## src/rtl/lsu_mem_arbiter.sv

```systemverilog
// rtl/lsu_mem_arbiter.sv - round-robin arbiter sharing one data-memory channel among per-thread LSUs
module lsu_mem_arbiter #(
    parameter int THREADS_PER_BLOCK = 4,
    parameter int ADDR_BITS         = 8,
    parameter int DATA_BITS         = 8
) (
    input  logic                                   clk,
    input  logic                                   reset,
    input  logic [THREADS_PER_BLOCK-1:0]           lsu_read_valid,
    input  logic [THREADS_PER_BLOCK*ADDR_BITS-1:0] lsu_read_address,
    output logic [THREADS_PER_BLOCK-1:0]           lsu_read_ready,
    output logic [THREADS_PER_BLOCK*DATA_BITS-1:0] lsu_read_data,
    input  logic [THREADS_PER_BLOCK-1:0]           lsu_write_valid,
    input  logic [THREADS_PER_BLOCK*ADDR_BITS-1:0] lsu_write_address,
    input  logic [THREADS_PER_BLOCK*DATA_BITS-1:0] lsu_write_data,
    output logic [THREADS_PER_BLOCK-1:0]           lsu_write_ready,
    output logic                                   mem_read_valid,
    output logic [ADDR_BITS-1:0]                   mem_read_address,
    input  logic                                   mem_read_ready,
    input  logic [DATA_BITS-1:0]                   mem_read_data,
    output logic                                   mem_write_valid,
    output logic [ADDR_BITS-1:0]                   mem_write_address,
    output logic [DATA_BITS-1:0]                   mem_write_data,
    input  logic                                   mem_write_ready,
    output logic                                   busy,
    output logic [$clog2(THREADS_PER_BLOCK)-1:0]   grant_id
);

    localparam int N  = THREADS_PER_BLOCK;
    localparam int GW = $clog2(THREADS_PER_BLOCK);

    typedef enum logic [2:0] {
        IDLE,
        READ_WAIT,
        WRITE_WAIT,
        READ_RELEASE,
        WRITE_RELEASE
    } state_t;

    state_t                 state_q, state_d;
    logic [GW-1:0]          rr_ptr_q, rr_ptr_d;
    logic [GW-1:0]          grant_q, grant_d;
    logic                   mem_read_valid_q, mem_read_valid_d;
    logic [ADDR_BITS-1:0]   mem_read_address_q, mem_read_address_d;
    logic                   mem_write_valid_q, mem_write_valid_d;
    logic [ADDR_BITS-1:0]   mem_write_address_q, mem_write_address_d;
    logic [DATA_BITS-1:0]   mem_write_data_q, mem_write_data_d;
    logic [N-1:0]           lsu_read_ready_q, lsu_read_ready_d;
    logic [N-1:0]           lsu_write_ready_q, lsu_write_ready_d;
    logic [N*DATA_BITS-1:0] lsu_read_data_q, lsu_read_data_d;

    logic                   win_found;
    logic [GW-1:0]          win_idx;
    logic [GW:0]            sum;
    logic [GW-1:0]          next_ptr;

    // Search from rr_ptr upward with wrap; the first thread asking for anything wins
    always_comb begin
        win_found = 1'b0;
        win_idx   = '0;
        sum       = '0;
        for (int i = 0; i < N; i++) begin
            sum = {1'b0, rr_ptr_q} + (GW+1)'(i);
            if (sum >= (GW+1)'(N)) begin
                sum = sum - (GW+1)'(N);
            end
            if (!win_found && (lsu_read_valid[sum[GW-1:0]] || lsu_write_valid[sum[GW-1:0]])) begin
                win_found = 1'b1;
                win_idx   = sum[GW-1:0];
            end
        end
    end

    assign next_ptr = (grant_q == GW'(N-1)) ? '0 : grant_q + 1'b1;

    // Next-state and registered-output logic; reads beat writes for the same thread
    always_comb begin
        state_d             = state_q;
        rr_ptr_d            = rr_ptr_q;
        grant_d             = grant_q;
        mem_read_valid_d    = mem_read_valid_q;
        mem_read_address_d  = mem_read_address_q;
        mem_write_valid_d   = mem_write_valid_q;
        mem_write_address_d = mem_write_address_q;
        mem_write_data_d    = mem_write_data_q;
        lsu_read_ready_d    = lsu_read_ready_q;
        lsu_write_ready_d   = lsu_write_ready_q;
        lsu_read_data_d     = lsu_read_data_q;
        case (state_q)
            IDLE: begin
                if (win_found) begin
                    grant_d = win_idx;
                    if (lsu_read_valid[win_idx]) begin
                        mem_read_address_d = lsu_read_address[win_idx*ADDR_BITS +: ADDR_BITS];
                        mem_read_valid_d   = 1'b1;
                        state_d            = READ_WAIT;
                    end else begin
                        mem_write_address_d = lsu_write_address[win_idx*ADDR_BITS +: ADDR_BITS];
                        mem_write_data_d    = lsu_write_data[win_idx*DATA_BITS +: DATA_BITS];
                        mem_write_valid_d   = 1'b1;
                        state_d             = WRITE_WAIT;
                    end
                end
            end
            READ_WAIT: begin
                if (mem_read_ready) begin
                    mem_read_valid_d = 1'b0;
                    lsu_read_data_d[grant_q*DATA_BITS +: DATA_BITS] = mem_read_data;
                    lsu_read_ready_d[grant_q] = 1'b1;
                    state_d = READ_RELEASE;
                end
            end
            WRITE_WAIT: begin
                if (mem_write_ready) begin
                    mem_write_valid_d          = 1'b0;
                    lsu_write_ready_d[grant_q] = 1'b1;
                    state_d                    = WRITE_RELEASE;
                end
            end
            READ_RELEASE: begin
                if (!lsu_read_valid[grant_q]) begin
                    lsu_read_ready_d[grant_q] = 1'b0;
                    rr_ptr_d                  = next_ptr;
                    state_d                   = IDLE;
                end
            end
            WRITE_RELEASE: begin
                if (!lsu_write_valid[grant_q]) begin
                    lsu_write_ready_d[grant_q] = 1'b0;
                    rr_ptr_d                   = next_ptr;
                    state_d                    = IDLE;
                end
            end
            default: state_d = IDLE;
        endcase
    end

    // State register; reset drops any in-flight memory request
    always_ff @(posedge clk) begin
        if (!reset) begin
            state_q             <= IDLE;
            rr_ptr_q            <= '0;
            grant_q             <= '0;
            mem_read_valid_q    <= 1'b0;
            mem_read_address_q  <= '0;
            mem_write_valid_q   <= 1'b0;
            mem_write_address_q <= '0;
            mem_write_data_q    <= '0;
            lsu_read_ready_q    <= '0;
            lsu_write_ready_q   <= '0;
            lsu_read_data_q     <= '0;
        end else begin
            state_q             <= state_d;
            rr_ptr_q            <= rr_ptr_d;
            grant_q             <= grant_d;
            mem_read_valid_q    <= mem_read_valid_d;
            mem_read_address_q  <= mem_read_address_d;
            mem_write_valid_q   <= mem_write_valid_d;
            mem_write_address_q <= mem_write_address_d;
            mem_write_data_q    <= mem_write_data_d;
            lsu_read_ready_q    <= lsu_read_ready_d;
            lsu_write_ready_q   <= lsu_write_ready_d;
            lsu_read_data_q     <= lsu_read_data_d;
        end
    end

    assign mem_read_valid    = mem_read_valid_q;
    assign mem_read_address  = mem_read_address_q;
    assign mem_write_valid   = mem_write_valid_q;
    assign mem_write_address = mem_write_address_q;
    assign mem_write_data    = mem_write_data_q;
    assign lsu_read_ready    = lsu_read_ready_q;
    assign lsu_write_ready   = lsu_write_ready_q;
    assign lsu_read_data     = lsu_read_data_q;
    assign grant_id          = grant_q;
    assign busy              = (state_q != IDLE);

endmodule

```

## config.mk

```make
export PLATFORM = sky130hd
export DESIGN_NAME = lsu_mem_arbiter
export DESIGN_NICKNAME = d
export VERILOG_FILES = /design/src/rtl/lsu_mem_arbiter.sv
export SDC_FILE = /design/constraint.sdc
export NUM_CORES = 1
export LEC_CHECK = 0
export BUFFER_PORTS_ARGS = -buffer_cell sky130_fd_sc_hd__buf_2
export CORE_MARGIN = 10
export CORE_UTILIZATION = 35
export CTS_CLUSTER_DIAMETER = 200
export DETAILED_ROUTE_END_ITERATION = 6
export PLACE_DENSITY_LB_ADDON = 0.2
export REMOVE_ABC_BUFFERS = 1
export SYNTH_ARGS = -nofsm -noshare
export SYNTH_HDL_FRONTEND = slang
export SYNTH_SLANG_ARGS = --single-unit
```

## constraint.sdc

```tcl
create_clock -name clk -period 2 [get_ports clk]
set_input_delay 0.1 -clock clk [delete_from_list [all_inputs] [get_ports clk]]
set_output_delay 0.1 -clock clk [all_outputs]
set_load 0.01 [all_outputs]
```

==> results.py, run 1 <==
metrics = {
    "status": {
        "status": "completed",
    },
    "final_layout": {
        "fill_cells": 1092,
        "final_cells": 779,
        "drive_above_1_share_pct": 46.23,
        "multi_input_area_mm2": 0.002497,
        "seq_area_mm2": 0.001466,
        "diodes": 0,
        "syn2layout_area_growth_pct": 40.58,
        "utilization_pct": 50.17,
        "nets": 753,
    },
    "routing": {
        "ant_nets": 0,
        "drt_pass1_iterations": 4,
        "drtIter0Drc": 171,
        "drc": 0,
        "vias": 3995,
        "drt_wl_total_mm": 13.09,
        "wl_per_cell_um": 16.81,
        "routed_via_density": 5.128,
    },
    "timing": {
        "finalMaxSlewViolations": 0,
        "period_minus_slack_ns": 1.997,
        "worst_pin_slew_ns": 0.4916,
        "fin_ws_ns": 0.002931,
        "fmax_mhz": 500.7,
        "rsz0062_at_grt": "true",
        "hold_slack_ns": 0.03321,
        "finalCritPeriodShare_pct": 99.85,
        "hold_viol_final": 0,
        "setup_viol": 0,
        "relSlewSlack_pct": 66.81,
        "fin_skew_ns": 0.006100,
    },
    "placed_design": {
        "place_ws_ns": -0.09988,
        "dp_hpwl_mm": 10.27,
        "dp.cells": 758,
        "port_buffers": 184,
        "gp_congestion": 0.8777,
    },
    "synth": {
        "synth_top_family_by_area": "compound AO/OA/AOI/OAI gates",
        "synth-simple-area-share_pct": 15.20,
        "ys_seq_area_share_pct": 36.02,
        "synth-adder-area-share_pct": 1.850,
        "synthDistinctLibCells": 53,
        "synthCells": 433,
        "synth.area.mux_share_pct": 20.60,
        "yosys.area.top_type_share_pct": 36.02,
        "yosysWarnings": 0,
        "synth_area_leader_cell": "dfxtp_1",
        "synth_compound_area_share_pct": 22.11,
        "synth_area_leaders": "dfxtp_1 36%, mux2i_1 13%, mux2_2 6.7%, nand2_1 4.1%, a21boi_0 3.5%",
        "avgSynthCellArea_um2": 9.371,
        "synth_area_mm2": 0.004058,
        "synth_xor_area_share_pct": 0,
        "synth_seq_cells": 73,
    },
    "floorplanning": {
        "die_x_um": 127.7,
        "io_pins": 185,
        "die_height_um": 127.7,
        "rows": 39,
        "dieArea_mm2": 0.01630,
        "core_area_mm2": 0.01137,
        "start_util_pct": 35.69,
    },
    "clock_tree": {
        "clkTransAtPathRegs_ns": 0.07,
        "cts_buffer_depth": 2,
        "cts_tree": "done",
        "cts_num_sinks": 73,
        "root_buffer": "clkbuf_16",
        "numCtsBuffers": 9,
        "clk_latency_ns": 0.33,
        "htree_levels": 3,
        "hold_buffers": 0,
    },
    "worst_hold_path": {
        "min_path_type": "in -> reg",
    },
    "power": {
        "total_power_mw": 4.562,
        "leakagePower_nw": 2.482,
        "ir_drop_mv": 0.3878,
        "p_per_area_mw_per_mm2": 799.8,
    },
    "worst_setup_path": {
        "cpPeakStageDelay_ns": 0.59,
        "cp.required_ns": 2.27,
        "path_delay_family": "simple AND/OR/NAND/NOR gates",
        "path_class": "reg -> reg",
        "path_cells": "o21a_1 -> o311ai_4 -> nand2_2 -> o2bb2ai_2 -> or4b_4 -> clkbuf_16 -> o21ai_2",
        "end_kind": "flop",
        "cp_num_buf_inv": 1,
        "cp.arrival_ns": 2.27,
        "cp-start-kind": "flop",
        "worst_path_max_delay_cell": "or4b_4",
        "worstPathMaxFanout": 8,
    },
    "run": {
        "cap_violations": 0,
    },
    "global_route": {
        "grt_pass1_vias": 4120,
        "grtUsageTotal_pct": 14.66,
        "grt_overflow_total": 0,
        "grt_pass1_wl_mm": 20.09,
        "grt_max_degree": 49,
        "antenna_found_initial": 0,
    },
}
[worst paths after layout]
path | endpoint | depth (start not counted) | slack, ns | from
max | mem_write_address[0] | 7 | 0.003 | rr_ptr_q[1]
min | lsu_read_data[17] | 2 | 0.03 | mem_read_data[1]
max reg2reg | mem_write_address[0] | 7 | 0.003 | rr_ptr_q[1]
min reg2reg | lsu_read_data[4] | 2 | 0.46 | lsu_read_data[4]
[cells in the final DEF (no fill, tap or decap), drive strengths merged, types with 6 or more instances in the layout]
| cell type | instances |
|---|---|
| a22o | 16 |
| a21boi | 21 |
| buf | 218 |
| o21ai | 23 |
| and2 | 6 |
| a21oi | 10 |
| mux2i | 52 |
| ha | 6 |
| dfxtp | 73 |
| mux2 | 24 |
| nor2 | 18 |
| inv | 11 |
| o311ai | 17 |
| clkbuf | 10 |
| nand2 | 45 |
| nand3 | 28 |
| o221ai | 8 |
| nor3b | 9 |
[per-layer routing]
| metal | share of wire, % | routed length, µm | vias up | global-route usage, % |
|---|---|---|---|---|
| met2 | 51 | 6620 | 129 | 25.75 |
| met5 | 0 | 0 | - | 0 |
| met4 | 1.8 | 232 | 0 | 4.570 |
| met3 | 6.3 | 831 | 18 | 4.301 |
| met1 | 41 | 5407 | 1835 | 16.72 |
| li1 | - | - | 2013 | - |
[report_power, final]
part	switching [mW]	internal [mW]	total, mW
registers	0.0743	1.59	1.66
logic	0.710	0.610	1.32
clock network	0.702	0.877	1.58
total	1.49	3.08	4.56
[synthesized netlist by cell type, drive strengths merged]
library cell,count
o21a,3
mux2i,52
o22ai,1
a2111oi,1
o21bai,2
and2,6
o211a,1
a22o,16
o21ai,23
buf,9
nor2,18
or4,1
o2111ai,3
nor3b,9
clkbuf,23
a211oi,1
or2,3
inv,6
a21oi,10
o2bb2ai,1
a221oi,1
o311ai,17
a2bb2oi,1
ha,6
nand2,45
nand3,28
mux4,2
or4b,1
a31oi,1
nand4b,2
o221ai,8
nor2b,3
clkinv,1
dfxtp,73
nor4,2
o211ai,1
a21boi,21
nor3,5
nand2b,1
a21o,1
mux2,24
[final cells by class]
class                      instances  share of cell area (%)
clock buffer                       9                   3.948
clock inverter                     7                   1.184
inverter                           7                  0.4606
multi-input combinational        321                   43.78
sequential                        73                   25.71
tap                              143                   3.137
timing repair buffer             219                   21.78
[repair_timing]
action	CTS	global route
cloned	0	1
pin swaps	0	5
endpoints found under the setup margin	19	23
gates resized for setup	6	20
buffers inserted	0	4
[per-stage QoR]
step / cell area (µm²) / setup TNS (ns)
finish: 5704 / 0
global route: 5704 / -0.3191
CTS: 5588 / 0
detailed placement: 5271 / -0.9983
global placement: 5271 / -0.07487
floorplan: 3913 / -48.92
[cells by family after synthesis]
logic type | count (synthesis)
simple gates | 124
compound gates | 113
mux | 78
flops | 73
buf+inv | 39
fa+ha+maj | 6
No activity file was read; power rests on OpenSTA's default activity.
==> inputs of run 2 (changes only) <==
CAP_MARGIN = 5   (was unset)
PLACE_DENSITY = 0.62   (was unset)
PLACE_DENSITY_LB_ADDON = unset   (was 0.2)
==> run 2 against run 1 <==
Fmax is 2.5% higher. Highest routed layer unchanged. First-iteration DRC count is 38% higher. Utilization is 0.17 points lower. Via count hardly changed. Flip-flop and latch count stayed put. Die area stayed put. Clock skew is 0.00094 ns higher. Critical path type unchanged. Sequential power hardly changed.
==> results.py, run 2 (synthesis gave the netlist of run 1 again) <==
metrics = {
    "timing": {
        "fmax_mhz": 513.1,
        "rsz0062_at_grt": "true",
        "relSlewSlack_pct": 72.97,
        "hold_slack_ns": 0.03828,
        "setup_tns_ns": 0,
        "worst_pin_slew_ns": 0.4017,
        "fin_skew_ns": 0.007042,
        "fin_ws_ns": 0.05089,
        "finalMaxSlewViolations": 0,
        "period_minus_slack_ns": 1.949,
        "setup_viol": 0,
        "hold_viol_final": 0,
        "finalCritPeriodShare_pct": 97.46,
    },
    "global_route": {
        "grt_overflow_total": 0,
        "busiest_layer": "met2",
        "grt_pass1_wl_mm": 21.17,
        "antenna_found_initial": 0,
        "grt_use_met3_pct": 4.177,
        "grt_pass1_vias": 4191,
        "grtUsageTotal_pct": 15.39,
        "grt_max_degree": 49,
        "grtUsageMet1_pct": 17.61,
        "use_met2_pct": 27.83,
    },
    "floorplanning": {
        "start_util_pct": 35.69,
        "io_pins": 185,
        "core_area_mm2": 0.01137,
        "die_height_um": 127.7,
        "dieArea_mm2": 0.01630,
        "rows": 39,
        "die_x_um": 127.7,
    },
    "final_layout": {
        "final_area_mm2": 0.005685,
        "layout_commonest_cell": "buf_2",
        "syn2layout_area_growth_pct": 40.12,
        "utilization_pct": 50.01,
        "final_cells": 777,
        "fill_cells": 1109,
        "layout.cells.most_common_list": "184 x buf_2, 71 x dfxtp_1, 52 x mux2i_1",
        "drive_above_1_share_pct": 45.74,
        "diodes": 0,
        "nets": 751,
    },
    "power": {
        "power.switching_mw": 1.463,
        "p_per_area_mw_per_mm2": 817.3,
        "p_int_mw": 3.184,
        "ir_drop_mv": 0.4270,
        "total_power_mw": 4.647,
        "clock_power_share_pct": 35.8,
        "pwr-share-comb_pct": 28.3,
        "p_seq_share_pct": 35.9,
        "leakagePower_nw": 2.467,
        "p_sw_share_pct": 31.49,
    },
    "routing": {
        "vias": 3996,
        "drc": 0,
        "drtIter0Drc": 236,
        "drt_pass1_iterations": 4,
        "ant_nets": 0,
        "routed_via_density": 5.143,
        "drt_wl_total_mm": 13.03,
        "wl_per_cell_um": 16.77,
    },
    "placed_design": {
        "place_area_mm2": 0.005286,
        "dp_hpwl_mm": 10.53,
        "dp.cells": 760,
        "gp_congestion": 0.9291,
        "port_buffers": 184,
        "place_ws_ns": -0.07745,
    },
    "worst_setup_path": {
        "worst_path_max_delay_cell": "or4b_4",
        "cp-start-kind": "flop",
        "worstPathMaxFanout": 16,
        "path_delay_family": "compound AO/OA/AOI/OAI gates",
        "path_class": "reg -> reg",
        "cp_num_buf_inv": 1,
        "cp.arrival_ns": 2.21,
        "path_cells": "o21a_1 -> o311ai_4 -> nand2_2 -> o2bb2ai_2 -> or4b_4 -> buf_12 -> o21ai_0",
        "rrSetupSlack_ns": 0.05,
        "cp.required_ns": 2.26,
        "cpPeakStageDelay_ns": 0.53,
        "end_kind": "flop",
    },
    "worst_hold_path": {
        "min_path_type": "in -> reg",
    },
    "clock_tree": {
        "cts_tree": "done",
        "clkTransAtPathRegs_ns": 0.07,
        "cts_buffer_depth": 2,
        "clk_latency_ns": 0.33,
        "htree_levels": 3,
        "numCtsBuffers": 9,
        "cts_num_sinks": 73,
        "root_buffer": "clkbuf_16",
    },
    "status": {
        "status": "completed",
    },
    "run": {
        "cap_violations": 0,
    },
}
run 2: cell count changes in the layout (fill, tap and decap cells not counted), moves of 2 or more:
cell,delta
o311ai_1,+5
o311ai_2,+2
o21ai_2,-2
inv_8,-2
o311ai_0,-7
run 2: worst paths after layout:
| path | start | end | cells after the start |
|---|---|---|---|
| min reg2reg | mem_read_valid | mem_read_valid | 2 |
| max | rr_ptr_q[1] | mem_write_data[5] | 7 |
| min | mem_read_data[0] | lsu_read_data[16] | 2 |
| max reg2reg | rr_ptr_q[1] | mem_write_data[5] | 7 |
run 2: cell type report:
cell class	count	area, µm²	area share, %
tap	143	178.9	3.147
multi-input combinational	321	2499	43.95
clock buffer	9	225.2	3.961
timing repair buffer	217	1206	21.21
inverter	7	26.28	0.4621
sequential	73	1466	25.79
clock inverter	7	83.83	1.474
run 2: routing by layer:
| layer | share of wire (%) | wire [µm] | vias up |
|---|---|---|---|
| li1 | - | - | 2005 |
| met1 | 41 | 5380 | 1896 |
| met2 | 53 | 6850 | 88 |
| met3 | 5.3 | 691 | 7 |
| met4 | 0.82 | 107 | 0 |
| met5 | 0 | 0 | - |
run 2: power groups by stage:
stage               Sequential (mW)  Combinational [mW]  Clock (mW)
global placement               1.69                1.25           0
global route                   1.69                1.44        1.78
detailed placement             1.70                1.28           0
floorplan                      1.77               0.636           0
CTS                            1.67                1.29        1.71
finish                         1.67                1.31        1.66
run 2: what timing repair did:
| action | in CTS | in global routing |
|---|---|---|
| gates resized for setup | 6 | 23 |
| pin swaps | 0 | 2 |
| buffers inserted | 0 | 1 |
| endpoints found under the setup margin | 15 | 32 |
| gates cloned | 0 | 0 |
| hold buffers | 0 | 0 |
==> inputs of run 3 (changes only) <==
PLACE_DENSITY = 0.6   (was 0.62)
clock period = 2.51 ns   (was 2 ns; I/O delays follow)
==> run 3 against run 2 <==
Setup slack improved by 0.26 ns. Combinational power fell by 28%. Via count fell by 0.35%. Global-route usage fell by 0.22 points. Flip-flop and latch count did not move. Largest power group is now the clock network. Die area did not move. Power fell by 20%.
==> results.py, run 3 (synthesis gave the netlist of run 1 again) <==
metrics = {
    "global_route": {
        "grt_overflow_total": 0,
        "grt_pass1_wl_mm": 20.49,
        "antenna_found_initial": 0,
        "grt_max_degree": 49,
        "grt_pass1_vias": 4056,
        "grtUsageTotal_pct": 15.17,
    },
    "placed_design": {
        "place_ws_ns": 0.3438,
        "gp_congestion": 0.8720,
        "dp_hpwl_mm": 10.41,
        "port_buffers": 184,
    },
    "clock_tree": {
        "postCtsSetupRepairBufs": 0,
        "clkTransAtPathRegs_ns": 0.06,
        "numCtsBuffers": 9,
        "cts_tree": "done",
        "cts_num_sinks": 73,
        "htree_levels": 3,
        "root_buffer": "clkbuf_16",
        "cts_buffer_depth": 2,
        "cts_resized": 0,
        "clk_latency_ns": 0.33,
        "hold_buffers": 0,
    },
    "final_layout": {
        "fill_cells": 1084,
        "drive_above_1_share_pct": 42.60,
        "syn2layout_area_growth_pct": 34.69,
        "nets": 732,
        "layout.cells.most_common_list": "184 x buf_2, 73 x dfxtp_1, 52 x mux2i_1",
        "diodes": 0,
        "layout_commonest_cell": "buf_2",
    },
    "floorplanning": {
        "dieArea_mm2": 0.01630,
        "rows": 39,
        "core_area_mm2": 0.01137,
        "start_util_pct": 35.69,
        "io_pins": 185,
        "die_height_um": 127.7,
        "die_x_um": 127.7,
    },
    "worst_setup_path": {
        "path_class": "reg -> reg",
        "cp-start-kind": "flop",
        "end_kind": "flop",
        "worstPathMaxFanout": 16,
        "cp.required_ns": 2.76,
        "cp.arrival_ns": 2.45,
    },
    "timing": {
        "fin_skew_ns": 0.005950,
        "fin_ws_ns": 0.3137,
        "finalMaxSlewViolations": 0,
        "worst_pin_slew_ns": 0.7060,
        "fmax_mhz": 455.3,
        "hold_viol_final": 0,
        "finalCritPeriodShare_pct": 87.50,
        "relSlewSlack_pct": 52.73,
        "setup_tns_ns": 0,
        "setup_viol": 0,
        "rsz0062_at_grt": "false",
        "period_minus_slack_ns": 2.196,
    },
    "routing": {
        "drt_pass1_iterations": 4,
        "routed_via_density": 5.253,
        "drt_wl_total_mm": 12.97,
        "wl_per_cell_um": 17.11,
        "drc": 0,
        "vias": 3982,
        "drtIter0Drc": 191,
        "ant_nets": 0,
    },
    "power": {
        "p_per_area_mw_per_mm2": 676.1,
        "leakagePower_nw": 2.353,
        "ir_drop_mv": 0.4731,
    },
    "worst_hold_path": {
        "min_path_type": "in -> reg",
    },
    "run": {
        "cap_violations": 0,
    },
    "status": {
        "status": "completed",
    },
}
## run 3: worst max-delay path, cell delays in order (launching register included)
cell	delay, ns
dfxtp_1	0.42
o21bai_1	0.24
o2111ai_1	0.23
nand3_1	0.14
a31oi_2	0.14
or4b_1	0.53
buf_4	0.22
o21ai_0	0.19
## run 3: final cells by class
type | instances | area (µm²) | area share (%)
Tap cell | 143 | 178.9 | 3.274
Clock inverter | 7 | 101.3 | 1.854
Sequential cell | 73 | 1461 | 26.74
Clock buffer | 9 | 225.2 | 4.121
Multi-Input combinational cell | 321 | 2434 | 44.53
Timing Repair Buffer | 198 | 1039 | 19.00
Inverter | 7 | 26.28 | 0.4808
## run 3: routing by layer
metal / vias up / GRT usage (%) / share of wire, %
met5: - / 0 / 0
met4: 0 / 3.841 / 1.4
met3: 18 / 4.797 / 6.9
met2: 126 / 25.75 / 49
met1: 1860 / 18.13 / 42
li1: 1978 / - / -
## run 3: final timing paths
check / from / end / slack [ns] / depth (start not counted)
min: mem_read_data[2] / lsu_read_data[18] / 0.07 / 2
max: rr_ptr_q[0] / mem_write_data[2] / 0.31 / 7
min reg2reg: mem_read_valid / mem_read_valid / 0.45 / 2
max reg2reg: rr_ptr_q[0] / mem_write_data[2] / 0.31 / 7
## run 3: per-stage QoR
stage          power [mW]  hold slack, ns  util, %  instance area [µm²]  cells
2_1_floorplan       1.914          0.2432        -                 3913    401
3_3_place_gp        2.301          0.4009    45.20                 5139    742
3_5_place_dp        2.324          0.4019    45.20                 5139    742
4_1_cts             3.737         0.05853    48.07                 5465    758
5_1_grt             3.885         0.06985    48.07                 5465    758
6_report            3.695         0.06885    48.07                 5465    758
## run 3: report_power, final
group,total [mW],switching (mW),internal (mW)
Combinational,0.944,0.526,0.418
Sequential,1.34,0.0758,1.27
Clock,1.41,0.528,0.881
Total,3.69,1.13,2.56
